$ cat src/rtl/dmem_arb_pkg.sv
// Shared types and constants for the two-port data-memory arbiter.
package dmem_arb_pkg;

    typedef enum logic {
        IDLE   = 1'b0,
        ACCESS = 1'b1
    } state_t;

    localparam logic P0 = 1'b0;
    localparam logic P1 = 1'b1;

    localparam int DEF_ADDR_W    = 32;
    localparam int DEF_DATA_W    = 32;
    localparam int DEF_MEM_BYTES = 1024;
    localparam int DEF_MAX_BURST = 4;

    // Counter width able to hold 0..max_burst inclusive.
    function automatic int burst_w(input int max_burst);
        return (max_burst < 1) ? 1 : $clog2(max_burst + 1);
    endfunction

endpackage

$ cat src/rtl/dmem_arb_pick.sv
// Combinational winner selection and burst-counter next value for dmem_arbiter.
module dmem_arb_pick
    import dmem_arb_pkg::*;
#(
    parameter int MAX_BURST = DEF_MAX_BURST,
    parameter int BW        = burst_w(DEF_MAX_BURST)
) (
    input  logic          req0,
    input  logic          req1,
    input  logic          last_grant,
    input  logic [BW-1:0] burst_cnt,
    output logic          win,
    output logic [BW-1:0] burst_next
);

    logic limit;

    always_comb begin
        limit      = (burst_cnt >= BW'(MAX_BURST));
        win        = P0;
        burst_next = '0;
        // Port 1 only displaces port 0 once port 0 has used up its burst allowance.
        if (req1 && (!req0 || (limit && last_grant == P0)))
            win = P1;
        if (win == P0 && req1)
            burst_next = limit ? burst_cnt : burst_cnt + BW'(1);
    end

endmodule

$ cat src/rtl/dmem_arbiter.sv
// Two-port arbiter in front of a single-port data memory: one registered access per grant.
// Optional address range checking is enabled with DMEM_ARB_RANGE_CHECK_EN (adds err0/err1).
module dmem_arbiter
    import dmem_arb_pkg::*;
#(
    parameter int ADDR_W    = DEF_ADDR_W,
    parameter int DATA_W    = DEF_DATA_W,
    parameter int MEM_BYTES = DEF_MEM_BYTES,
    parameter int MAX_BURST = DEF_MAX_BURST
) (
    input  logic              clk,
    input  logic              rst,
    input  logic              req0,
    input  logic              we0,
    input  logic [ADDR_W-1:0] addr0,
    input  logic [DATA_W-1:0] wdata0,
    input  logic              req1,
    input  logic              we1,
    input  logic [ADDR_W-1:0] addr1,
    input  logic [DATA_W-1:0] wdata1,
    output logic              gnt0,
    output logic              gnt1,
    output logic              rvalid0,
    output logic              rvalid1,
    output logic [DATA_W-1:0] rdata0,
    output logic [DATA_W-1:0] rdata1,
    output logic [ADDR_W-1:0] mem_address,
    output logic [DATA_W-1:0] mem_write_data,
    output logic              mem_read,
    output logic              mem_write,
    input  logic [DATA_W-1:0] mem_read_data
`ifdef DMEM_ARB_RANGE_CHECK_EN
    ,
    output logic              err0,
    output logic              err1
`endif
);

    localparam int BW = burst_w(MAX_BURST);

    state_t              state_reg, state_next;
    logic                win_reg, we_reg, err_reg, last_grant_reg;
    logic [ADDR_W-1:0]   addr_reg;
    logic [DATA_W-1:0]   wdata_reg;
    logic [BW-1:0]       burst_cnt_reg;
    logic                rvalid0_reg, rvalid1_reg;
    logic [DATA_W-1:0]   rdata0_reg, rdata1_reg;

    logic                win;
    logic [BW-1:0]       burst_next;
    logic [ADDR_W-1:0]   sel_addr;
    logic                addr_bad;
    logic                any_req;

    dmem_arb_pick #(
        .MAX_BURST (MAX_BURST),
        .BW        (BW)
    ) u_pick (
        .req0       (req0),
        .req1       (req1),
        .last_grant (last_grant_reg),
        .burst_cnt  (burst_cnt_reg),
        .win        (win),
        .burst_next (burst_next)
    );

    assign any_req  = req0 | req1;
    assign sel_addr = (win == P1) ? addr1 : addr0;

`ifdef DMEM_ARB_RANGE_CHECK_EN
    assign addr_bad = (sel_addr[1:0] != 2'b00) || (sel_addr > ADDR_W'(MEM_BYTES - 4));
`else
    assign addr_bad = 1'b0;
`endif

    always_ff @(posedge clk) begin
        if (rst) begin
            state_reg      <= IDLE;
            win_reg        <= P0;
            we_reg         <= 1'b0;
            err_reg        <= 1'b0;
            addr_reg       <= '0;
            wdata_reg      <= '0;
            last_grant_reg <= P1;
            burst_cnt_reg  <= '0;
            rvalid0_reg    <= 1'b0;
            rvalid1_reg    <= 1'b0;
            rdata0_reg     <= '0;
            rdata1_reg     <= '0;
        end else begin
            state_reg <= state_next;
            if (state_reg == IDLE && any_req) begin
                win_reg        <= win;
                we_reg         <= (win == P1) ? we1 : we0;
                wdata_reg      <= (win == P1) ? wdata1 : wdata0;
                addr_reg       <= sel_addr;
                err_reg        <= addr_bad;
                last_grant_reg <= win;
                burst_cnt_reg  <= burst_next;
            end else if (!req1) begin
                burst_cnt_reg <= '0;
            end
            rvalid0_reg <= (state_reg == ACCESS) && (win_reg == P0) && !we_reg;
            rvalid1_reg <= (state_reg == ACCESS) && (win_reg == P1) && !we_reg;
            // Rejected reads still complete, but return zero instead of memory contents.
            if (state_reg == ACCESS && win_reg == P0 && !we_reg)
                rdata0_reg <= err_reg ? '0 : mem_read_data;
            if (state_reg == ACCESS && win_reg == P1 && !we_reg)
                rdata1_reg <= err_reg ? '0 : mem_read_data;
        end
    end

    always_comb begin
        state_next     = state_reg;
        gnt0           = 1'b0;
        gnt1           = 1'b0;
        mem_address    = '0;
        mem_write_data = '0;
        mem_read       = 1'b0;
        mem_write      = 1'b0;
        case (state_reg)
            IDLE: begin
                if (any_req)
                    state_next = ACCESS;
            end
            ACCESS: begin
                state_next     = IDLE;
                gnt0           = (win_reg == P0);
                gnt1           = (win_reg == P1);
                mem_address    = addr_reg;
                mem_write_data = wdata_reg;
                // Strobes are killed by reset so an interrupted write never lands.
                mem_read       = !we_reg && !err_reg && !rst;
                mem_write      = we_reg && !err_reg && !rst;
            end
            default: state_next = IDLE;
        endcase
    end

    assign rvalid0 = rvalid0_reg;
    assign rvalid1 = rvalid1_reg;
    assign rdata0  = rdata0_reg;
    assign rdata1  = rdata1_reg;

`ifdef DMEM_ARB_RANGE_CHECK_EN
    assign err0 = gnt0 & err_reg;
    assign err1 = gnt1 & err_reg;
`endif

endmodule

$ cat config.mk
export PLATFORM = sky130hd
export DESIGN_NAME = dmem_arbiter
export DESIGN_NICKNAME = d
export VERILOG_FILES = /design/src/rtl/dmem_arb_pkg.sv /design/src/rtl/dmem_arb_pick.sv /design/src/rtl/dmem_arbiter.sv
export SDC_FILE = /design/constraint.sdc
export NUM_CORES = 1
export LEC_CHECK = 0
export CAP_MARGIN = 5
export CORE_ASPECT_RATIO = 0.8
export CORE_UTILIZATION = 42
export CTS_CLUSTER_DIAMETER = 80
export DETAILED_ROUTE_END_ITERATION = 16
export PLACE_DENSITY = 0.81
export SLEW_MARGIN = 20
export SYNTH_ARGS = -nofsm -noshare
export SYNTH_HDL_FRONTEND = slang
export SYNTH_SLANG_ARGS = --single-unit
$ cat constraint.sdc
create_clock -name clk -period 1.8 [get_ports clk]
set_input_delay 0.36 -clock clk [delete_from_list [all_inputs] [get_ports clk]]
set_output_delay 0.36 -clock clk [all_outputs]
set_load 0.005 [all_outputs]
==> run_results.csv <==
group,metric,value,unit
routing,drt_iter0_drc,567,
synth,synth_nets,960,
floorplanning,core,15100,um^2
worst_setup_path,critPathArrivalTime,1480,ps
placement,placed_area,9690,um^2
synth,synth-seq-area-share,0.419,
synth,synthTopCellsByArea,"dfxtp_1 42%, a2111oi_0 12%, nand2_1 7.5%, a2111oi_1 6.6%, and2_1 6.3%",
power_and_ir_drop,intPower,6.96,mW
clocking,ctsHoldBuffers,0,
cells_and_area,utilization,0.724,
routing,wl_per_cell,19.4,um
clocking,cts_buffers,17,
timing,fmax,544,MHz
timing,setup_viol,13,
synth,yosys_register_bits,137,
synth,synthesis.area,6540,um^2
floorplanning,core.rowCount,40,
power_and_ir_drop,power_density,842,nW/um^2
worst_setup_path,crit_family,"buffers and inverters",
worst_setup_path,worstRegToRegCells,7,
worst_setup_path,worstPathRequired,1440,ps
timing,timing.final.ws_setup,-38.8,ps
power_and_ir_drop,seqPwrFrac,0.365,
floorplanning,fp.dieH,114,um
status,violations,"negative setup slack",
worst_hold_path,min_path_cells,3,
placement,pre_cts_ws,33.5,ps
worst_hold_path,hold_start,"rst",
routing,routed_wl,25.1,mm
synth,yosys-top-cells-count,"137 x dfxtp_1, 131 x nand2_1, 87 x a2111oi_0",
worst_setup_path,rr_startpoint,"state_reg",
worst_setup_path,cp_num_buf_inv,4,
worst_setup_path,crit_chain,"buf_12 -> buf_16 -> buf_8 -> and2_4 -> buf_6",
synth,syn_avg_cell_area,8.26,um^2
synth,ys.flop_type,"dfxtp_1",
timing,max_slew.worst_pin.slew,607,ps
placement,routabilityCongestion,0.814,
grt,grt_pass1_vias,7183,
timing,max_slew_margin,0.585,
worst_setup_path,cp-end-kind,"primary output",
worst_setup_path,cp_slowest_stage_delay,360,ps
cells_and_area,area_growth_syn_to_layout,67.3,%
routing,topRoutingLayerUsed,"met4",
clocking,cts.sinks,137,
grt,antenna_found_initial,0,
timing,fin_crit_sh,1.02,
timing,final.setup_skew,9.44,ps
clocking,cts_max_path_buffers,2,
routing,via_count,7478,
cells_and_area,fin_cells,1297,
power_and_ir_drop,swShare,0.244,
timing,drv_slew,0,
clocking,clk_pin_slew,60,ps
power_and_ir_drop,cellLeakagePower,4.02,nW
routing,first_pass_iters,5,
synth,synth_top_cell_by_area,"dfxtp_1",
status,status,"complete, but fails checks",
cells_and_area,diodes,0,
routing,via_per_inst,5.77,
cells_and_area,finish.instance_area,10900,um^2
placement,dp_cells,1235,
placement,port_buffers,299,
power_and_ir_drop,ir_drop,0.767,mV
worst_setup_path,start_kind,"flip-flop",
worst_setup_path,crit_type,"flip-flop to primary output",
worst_hold_path,min_to,"rvalid0",
cells_and_area,nFillCells,1144,
power_and_ir_drop,total_power,9.21,mW
routing,drc,0,
routing,wl_met1,10.0,mm
floorplanning,die_area,16100,um^2
clocking,h-tree-depth,4,
floorplanning,initial_core_util,0.433,
routing,ant_nets,0,
synth,synth_cells,792,
synth,synth_edf_count,0,
synth,netlist-cell-type-count,32,
synth,yosysMostFrequentCell,"dfxtp_1",
power_and_ir_drop,p_switching,2.25,mW
synth,synthArstFlopShare,0,
routing,wl_met3,2.07,mm
grt,grt_pass1_wl,38.8,mm
worst_hold_path,holdCritPathClass,"primary input to flip-flop",
worst_setup_path,reg2reg_to,"wdata_reg[9]",
job,max-cap-violations,0,
power_and_ir_drop,p_comb_frac,0.188,
cells_and_area,drive_gt1_frac,0.201,
grt,grt_usage,0.309,
power_and_ir_drop,p_clk_frac,0.447,
grt,grt_max_degree,133,
grt,overflow,0,
floorplanning,io_pins,300,
timing,hold_viol,0,
synth,ys_warn_count,0,
floorplanning,die_w,142,um
routing,dr_wl_met2,12.1,mm
clocking,cts_tree,"built",
clocking,insertion_delay,430,ps
cells_and_area,nets,1242,
worst_setup_path,crit_fanout,12,
worst_setup_path,ff2ff_setup_slack,40,ps
worst_setup_path,crit_path_top_delay_cell,"dfxtp_4",
synth,synth.top_cell.area_share,0.419,
timing,period_minus_slack,1840,ps
clocking,cts-root-buf,"clkbuf_16",
timing,rsz0062_at_grt,"yes",
placement,dpl.hpwl,15.0,mm
-- power groups by stage --
stage,registers [mW],clock network (mW),logic (mW)
final,3.37,4.12,1.73
after global routing,3.38,4.29,1.85
after CTS,3.35,4.16,1.68
after detailed placement,3.42,0,1.44
after global placement,3.42,0,1.41
after floorplan,3.38,0,0.631
-- how the worst max path moves through the flow --
| stage | startpoint | end | cells after the start |
|---|---|---|---|
| 6_report | state_reg | mem_write_data[30] | 5 |
| 5_1_grt | state_reg | mem_write | 6 |
| 4_1_cts | state_reg | mem_write_data[18] | 6 |
| 3_5_place_dp | rst | mem_read | 4 |
| 3_3_place_gp | rst | mem_read | 4 |
| 2_1_floorplan | rst | mem_write | 4 |
-- metal layers --
layer  up-vias  global-route usage
met2       407               0.499
li1       3485                   -
met3        71              0.0760
met5         -                   0
met4         0               0.167
met1      3515               0.383
-- worst reg2reg max path: stages, from the launching register on --
cell	delay, ps
dfxtp_4	360
buf_12	150
buf_12	140
buf_8	120
buf_4	130
buf_4	160
a2111oi_0	450
nor4_1	110
-- placed cells by master, fill, tap and decap left out, types with 2 or more instances in the layout --
cell / n
clkbuf_2: 20
clkdlybuf4s50_1: 228
a2111oi_0: 78
a2111oi_1: 50
a21oi_1: 66
buf_8: 3
buf_2: 18
buf_4: 35
dfxtp_1: 136
inv_2: 2
a2111oi_2: 2
buf_6: 35
and2_4: 34
nor4_1: 64
bufbuf_16: 4
inv_6: 2
buf_12: 15
bufinv_16: 6
inv_1: 2
ha_1: 2
nor3b_4: 2
buf_16: 6
nand2_1: 129
nand2_2: 2
and2_1: 32
a22oi_1: 2
nor2_1: 70
clkinv_4: 3
nor2b_4: 2
clkbuf_16: 18
-- metrics by stage --
stage               setup TNS, ps  hold slack (ps)
floorplan                       0              453
global placement                0              442
detailed placement              0              446
CTS                          -541              302
global route                -1340              286
finish                       -159              279
-- cell type report --
type	instances	area, um^2	area share
inverter	4	15.0	0.00137
clock inverter	13	236	0.0216
sequential	137	2750	0.251
clock buffer	19	464	0.0424
multi-input combinational	549	3430	0.314
tap	210	263	0.0240
timing repair buffer	365	3780	0.346
-- timing repair --
item	in CTS	in global routing
gates cloned	10	0
resized for setup	297	59
setup endpoints to repair	68	103
pin swaps	14	10
setup buffers	21	3
-- cell families (layout without fill, tap and decap cells) --
kind of cell | Yosys count | in the layout | synth area share
DFF | 137 | 137 | 0.419
buffers and inverters | 106 | 401 | 0.0777
adders and majority gates | 2 | 2 | 0.00383
muxes | 1 | 1 | 0.00153
AOI/OAI and AO/OA | 203 | 203 | 0.242
and+or+nand+nor | 343 | 343 | 0.256
Power figures use the tool's default switching activity.
